File: config.mk
export PLATFORM = sky130hd
export DESIGN_NAME = free_list_mp
export DESIGN_NICKNAME = d
export VERILOG_FILES = /design/src/rtl/free_list_mp_pkg.sv /design/src/rtl/free_list_mp_multi_prio_enc.sv /design/src/rtl/free_list_mp.sv
export SDC_FILE = /design/constraint.sdc
export NUM_CORES = 1
export LEC_CHECK = 0
export ABC_AREA = 0
export CAP_MARGIN = 20
export CORE_MARGIN = 2
export CORE_UTILIZATION = 40
export DETAILED_ROUTE_END_ITERATION = 10
export PLACE_DENSITY = 0.54
export SKIP_LAST_GASP = 1
export SYNTH_ARGS = -nofsm -noshare
export SYNTH_HDL_FRONTEND = slang
export SYNTH_SLANG_ARGS = --single-unit
File: constraint.sdc
create_clock -name clk -period 13.25 [get_ports clk]
set_clock_uncertainty 0.15 [all_clocks]
set_input_delay 1.325 -clock clk [delete_from_list [all_inputs] [get_ports clk]]
set_output_delay 1.325 -clock clk [all_outputs]
set_load 0.005 [all_outputs]
File: src/rtl/free_list_mp_pkg.sv
// Shared sizing constants for the rename-stage physical register free list.
package free_list_mp_pkg;
  localparam int PHYS_REG_SZ     = 64;
  localparam int PHYS_REG_IDX_SZ = $clog2(PHYS_REG_SZ);
endpackage

File: src/rtl/free_list_mp_multi_prio_enc.sv
// Returns the K lowest set-bit indices of an N-bit vector, each with a valid bit.
module multi_prio_enc #(
  parameter int N = 8,
  parameter int K = 2,
  parameter int W = $clog2(N)
) (
  input  logic [N-1:0]        vec,
  output logic [K-1:0]        valid,
  output logic [K-1:0][W-1:0] idx
);
  logic [N-1:0] rem;
  logic         found;

  // Each pass picks the lowest remaining bit and removes it for the next pass.
  always_comb begin
    rem   = vec;
    valid = '0;
    idx   = '0;
    found = 1'b0;
    for (int k = 0; k < K; k++) begin
      found = 1'b0;
      for (int n = 0; n < N; n++) begin
        if (!found && rem[n]) begin
          found    = 1'b1;
          valid[k] = 1'b1;
          idx[k]   = W'(n);
        end
      end
      if (found) rem[idx[k]] = 1'b0;
    end
  end
endmodule

File: src/rtl/free_list_mp.sv
// Multi-port physical register free list: bitmap storage (1 = free), in-order
// allocation, multi-port free, and a single branch checkpoint.
module free_list_mp
  import free_list_mp_pkg::*;
#(
  parameter int NUM_PR    = PHYS_REG_SZ,
  parameter int DEQ_WIDTH = 2,
  parameter int ENQ_WIDTH = 2,
  parameter int IDX_W     = $clog2(NUM_PR)
) (
  input  logic                            clk,
  input  logic                            reset,
  input  logic [DEQ_WIDTH-1:0]            deq_req,
  output logic [DEQ_WIDTH-1:0]            deq_valid,
  output logic [DEQ_WIDTH-1:0][IDX_W-1:0] deq_pr,
  input  logic [ENQ_WIDTH-1:0]            enq_en,
  input  logic [ENQ_WIDTH-1:0][IDX_W-1:0] enq_pr,
  input  logic                            ckpt_en,
  input  logic                            restore_en,
  output logic [IDX_W:0]                  free_count,
  output logic                            is_empty,
  output logic                            double_free_err
);
  localparam logic [NUM_PR-1:0] RESET_MAP = {{(NUM_PR-1){1'b1}}, 1'b0};

  logic [NUM_PR-1:0]                 bitmap, snap;
  logic [NUM_PR-1:0]                 bitmap_n, snap_n;
  logic [NUM_PR-1:0]                 grant_bits, enq_bits, seen;
  logic [DEQ_WIDTH-1:0]              enc_valid;
  logic [DEQ_WIDTH-1:0][IDX_W-1:0]   enc_idx;
  logic [IDX_W:0]                    count_n;
  logic                              err_now;
  int                                slot;
  logic                              chain_ok;

  multi_prio_enc #(.N(NUM_PR), .K(DEQ_WIDTH), .W(IDX_W)) u_enc (
    .vec   (bitmap),
    .valid (enc_valid),
    .idx   (enc_idx)
  );

  // Handshake: a port allocates when deq_req and deq_valid are both high in a
  // cycle; the consumer takes deq_pr at that edge. There is no backpressure.
  always_comb begin
    deq_valid  = '0;
    deq_pr     = '0;
    grant_bits = '0;
    slot       = 0;
    chain_ok   = !reset && !restore_en;
    for (int i = 0; i < DEQ_WIDTH; i++) begin
      if (deq_req[i] && chain_ok) begin
        chain_ok = 1'b0;
        for (int k = 0; k < DEQ_WIDTH; k++) begin
          if (k == slot && enc_valid[k]) begin
            deq_valid[i] = 1'b1;
            deq_pr[i]    = enc_idx[k];
            chain_ok     = 1'b1;
          end
        end
        if (chain_ok) begin
          grant_bits[deq_pr[i]] = 1'b1;
          slot = slot + 1;
        end
      end
    end
  end

  // Frees: index 0 is dropped; a bit already free, or repeated across ports,
  // flags a double free without changing the result.
  always_comb begin
    enq_bits = '0;
    seen     = bitmap;
    err_now  = 1'b0;
    for (int j = 0; j < ENQ_WIDTH; j++) begin
      if (enq_en[j] && enq_pr[j] != '0) begin
        if (seen[enq_pr[j]]) err_now = 1'b1;
        seen[enq_pr[j]]     = 1'b1;
        enq_bits[enq_pr[j]] = 1'b1;
      end
    end
  end

  always_comb begin
    if (restore_en) bitmap_n = snap | enq_bits;
    else            bitmap_n = (bitmap & ~grant_bits) | enq_bits;
    // Retired frees are path-independent, so they also land in the snapshot.
    if (ckpt_en) snap_n = bitmap_n;
    else         snap_n = snap | enq_bits;
    count_n = '0;
    for (int n = 0; n < NUM_PR; n++) count_n = count_n + (IDX_W+1)'(bitmap_n[n]);
  end

  always_ff @(posedge clk or posedge reset) begin
    if (reset) begin
      bitmap          <= RESET_MAP;
      snap            <= RESET_MAP;
      free_count      <= (IDX_W+1)'(NUM_PR - 1);
      double_free_err <= 1'b0;
    end else begin
      bitmap          <= bitmap_n;
      snap            <= snap_n;
      free_count      <= count_n;
      double_free_err <= double_free_err | err_now;
    end
  end

  assign is_empty = (free_count == '0);
endmodule

==> metrics list <==
- The count of endpoints failing hold in the final timing report came to 0.
- Fill cells in the final layout number 3595.
- Counting flops and latches in the post-synthesis netlist gives roughly 140.
- Adding up every negative setup slack in the final design gives 0 ps.
* Category of the most critical setup path: register to register
* Count of pins over their slew limit: 0
* Worst-Margin Slew: around 1300 ps
- Of the available clock period, the critical path in the final layout requires between 90% and 100%.
- The largest total area in the synthesized netlist belongs to sky130_fd_sc_hd__dfstp_2.
* Area share of the largest cell type after synthesis: between 20% and 30%
- The H-tree was split into 4 levels.
* Die extent in x: a little under 200 µm
- Pin count of the biggest net entering global routing: 102
* CP max stage cell: sky130_fd_sc_hd__a211oi_2
- For the worst setup path, the data required time is approximately 13000 ps.
- At the worst endpoint, the arrival time is between 10000 and 15000 ps.
* Area used by multi-input combinational logic: 10100 µm²
* Final WS setup: around 1200 ps
- During placement, the flow inserted port buffers numbering 42.
- Area added between synthesis and finish: 10.3%
- Clock latency reported for the late side of the worst-skew pair: about 450 ps
- The first global-routing pass estimated 108000 µm of wire.
* Clock buffers created by TritonCTS: 17
* Buffer count from post-CTS setup fixing: 0
- Standard-cell rows: about 70
- TritonCTS Sinks: 136
* Synth Warn #: 0
* RSZ-0062 raised after global routing: no
* Hpwl dp: about 57000 µm
* Total Die Area: between 30000 and 40000 µm²
- Setup violations remaining at the end of the flow were counted as 0.
- In this run, post-CTS hold repair placed 0 buffers.
- Along the worst path, the maximum fanout reaches 16.
- The congestion estimate from routability-driven global placement came to just over 1.
- The sequential cells in the finished layout cover a total of 3570 µm².
- After detailed routing, the average wire length per cell comes to roughly 33 µm.
- Drt pass-1 iters: 7
* Worst path max stage delay: around 860 ps
* Kind of start point of the critical path: register
- Gr usage total: about two fifths
- After detailed routing, the number of remaining DRC violations is 0.
* Y dimension of the die: about 200 µm
- Top post-synthesis cells by count: 195 x sky130_fd_sc_hd__nor2_1, 164 x sky130_fd_sc_hd__nand2_1, 134 x sky130_fd_sc_hd__o21ai_0
- The initial utilization of the core area, before any placement, comes to about two fifths.
- Normalized max-slew margin: 13.1%
- Final layout net count: roughly 1900
- No sink is reached through more buffers than the 2 on the longest clock path.
* Fmax: a little over 80 MHz
- A synthesized cell averages about 7.8 µm².
* Top cells by area in the synthesized netlist: sky130_fd_sc_hd__dfstp_2 24%, sky130_fd_sc_hd__fa_1 7.4%, sky130_fd_sc_hd__nor2_1 5.0%, sky130_fd_sc_hd__o21ai_0 4.6%, sky130_fd_sc_hd__nand2_1 4.2%
- Among all flip-flop cells after synthesis, the most frequent one is sky130_fd_sc_hd__dfstp_2.
* Post-Synthesis Cells: about 1900
* Portion of the post-synthesis area used by sequential elements: around 25%
- The run finished with clean final reports.
- Reg clk slew, reported paths: 60 ps
- Counting every net in the synthesized netlist gives ~2000.
- Summed over all layers, the global routing overflow is 0.
- Distinct cells, synth: about 110
- Dividing the detail-routed via count by the number of cells gives approximately 7.2.
- For this run, asynchronously set or reset flops after synthesis account for 100%.
- The detail route stage leaves a number of antenna-violating nets equal to 0.
- CTS tree: yes
- STA classifies the critical path endpoint as a register.
- Area of the core region: around 36000 µm²
- The min-delay analysis places its worst path in the category register to register.
* Minimum clock period after layout: between 10000 and 15000 ps
* Clock Tree Root: sky130_fd_sc_hd__clkbuf_16
* Internal reg-to-reg setup slack: roughly 1200 ps
- Number of maximum-capacitance constraint violations: 0
- IO Pins: 43
- Number of violations reported at the end of detailed-routing iteration 0: about 2400
- Among the stages of the critical path, the cell type that occurs most often is sky130_fd_sc_hd__fa_1.
- Layout cells sized above 1: between 10% and 20%
- Timing analysis after detailed placement gives a worst setup slack of about 1400 ps.
- Number of antenna violations at the first check in global routing: 3
* Post-Route Hold Slack: roughly 360 ps
* Cell with the most instances after synthesis: sky130_fd_sc_hd__nor2_1
- Summing over every cut layer, the via total after detailed routing is about 17000.
- The number of global-route vias before repair came to ~15000.
- After synthesis the cells add up to between 10000 and 15000 µm².
- Number of enable-type register cells in the synthesized netlist: 0
* Total routed wirelength: approximately 75000 µm
- Gates resized during post-CTS repair numbered 0.
-- layer usage --
layer  up-vias  track usage (%)  part of all wire [%]
met5         -                0                     0
met4         0             23.1                   6.6
met3       249             8.40                    11
met2      1219             58.6                    43
met1      8133             52.4                    39
li1       7051                -                     -
-- cell families (layout without fill, tap and decap cells) --
kind of cell,count (synthesis),in the layout,share of synthesized area (%)
simple gates,747,747,26.5
compound gates,654,654,32.2
buf+inv,228,212,6.13
flops,136,136,24.6
fa+ha+maj,78,78,9.36
xor+xnor,16,16,0.965
mux,3,3,0.215
other cells,0,1,0
-- worst paths after layout --
check	from	to	cells after the start
min in group asynchronous	reset	double_free_err$_DFF_PP0_	2
setup reg to reg	bitmap[0]$_DFF_PP0_	free_count[5]$_DFF_PP1_	30
max in group asynchronous	reset	free_count[6]$_DFF_PP0_	3
hold / removal	snap[58]$_DFF_PP1_	snap[58]$_DFF_PP1_	2
hold reg to reg	snap[58]$_DFF_PP1_	snap[58]$_DFF_PP1_	2
setup / recovery	bitmap[0]$_DFF_PP0_	free_count[5]$_DFF_PP1_	30
-- metrics by stage --
stage,cells,util (%),cell area (µm²)
2_1_floorplan,1862,-,14500
5_1_grt,2307,44.9,16000
4_1_cts,2306,44.9,16000
3_5_place_dp,2274,43.1,15400
3_3_place_gp,2274,43.1,15400
6_report,2308,44.9,16000
-- layout make-up --
class	instances	area share [%]
multi-input cells	1498	63.1
diodes	1	0.0156
repair buffers	95	5.04
clock inverters	14	1.23
inverters	85	2.02
clock buffers	18	2.74
flip-flops and latches	136	22.3
well taps	461	3.60
-- registers in the layout (all words and copies together), names as in the netlist --
name             count
bitmap              64
double_free_err      1
free_count           7
snap                64
-- layout by cell type (no fill, tap or decap), drive strengths merged, types with 11 or more instances in the layout --
master / instances
o31ai: 31
dfstp: 132
nand2: 165
a22oi: 38
a221o: 15
o211ai: 11
nand2b: 13
and3: 17
o21a: 12
or2: 11
or3: 29
or4: 16
a221oi: 56
a211oi: 26
clkbuf: 19
clkdlybuf4s50: 40
nor3: 60
a31oi: 50
nor4: 36
nor2b: 46
a41oi: 28
nand3: 53
and2: 18
a21boi: 11
nor2: 198
o21ai: 137
buf: 54
a21oi: 87
inv: 86
a31o: 21
nand4: 47
ha: 15
a21o: 22
fa: 54
-- critical path, delay by kind of cell, from the launching register on --
kind	cells	cell delay (ps)
xor+xnor	1	160
buf+inv	5	790
simple gates	6	2490
fa+ha+maj	9	4500
compound gates	9	3430
flops	1	500
Power is not shown: default switching activity piles up to over one toggle a cycle in this logic, so the estimate is an artifact.
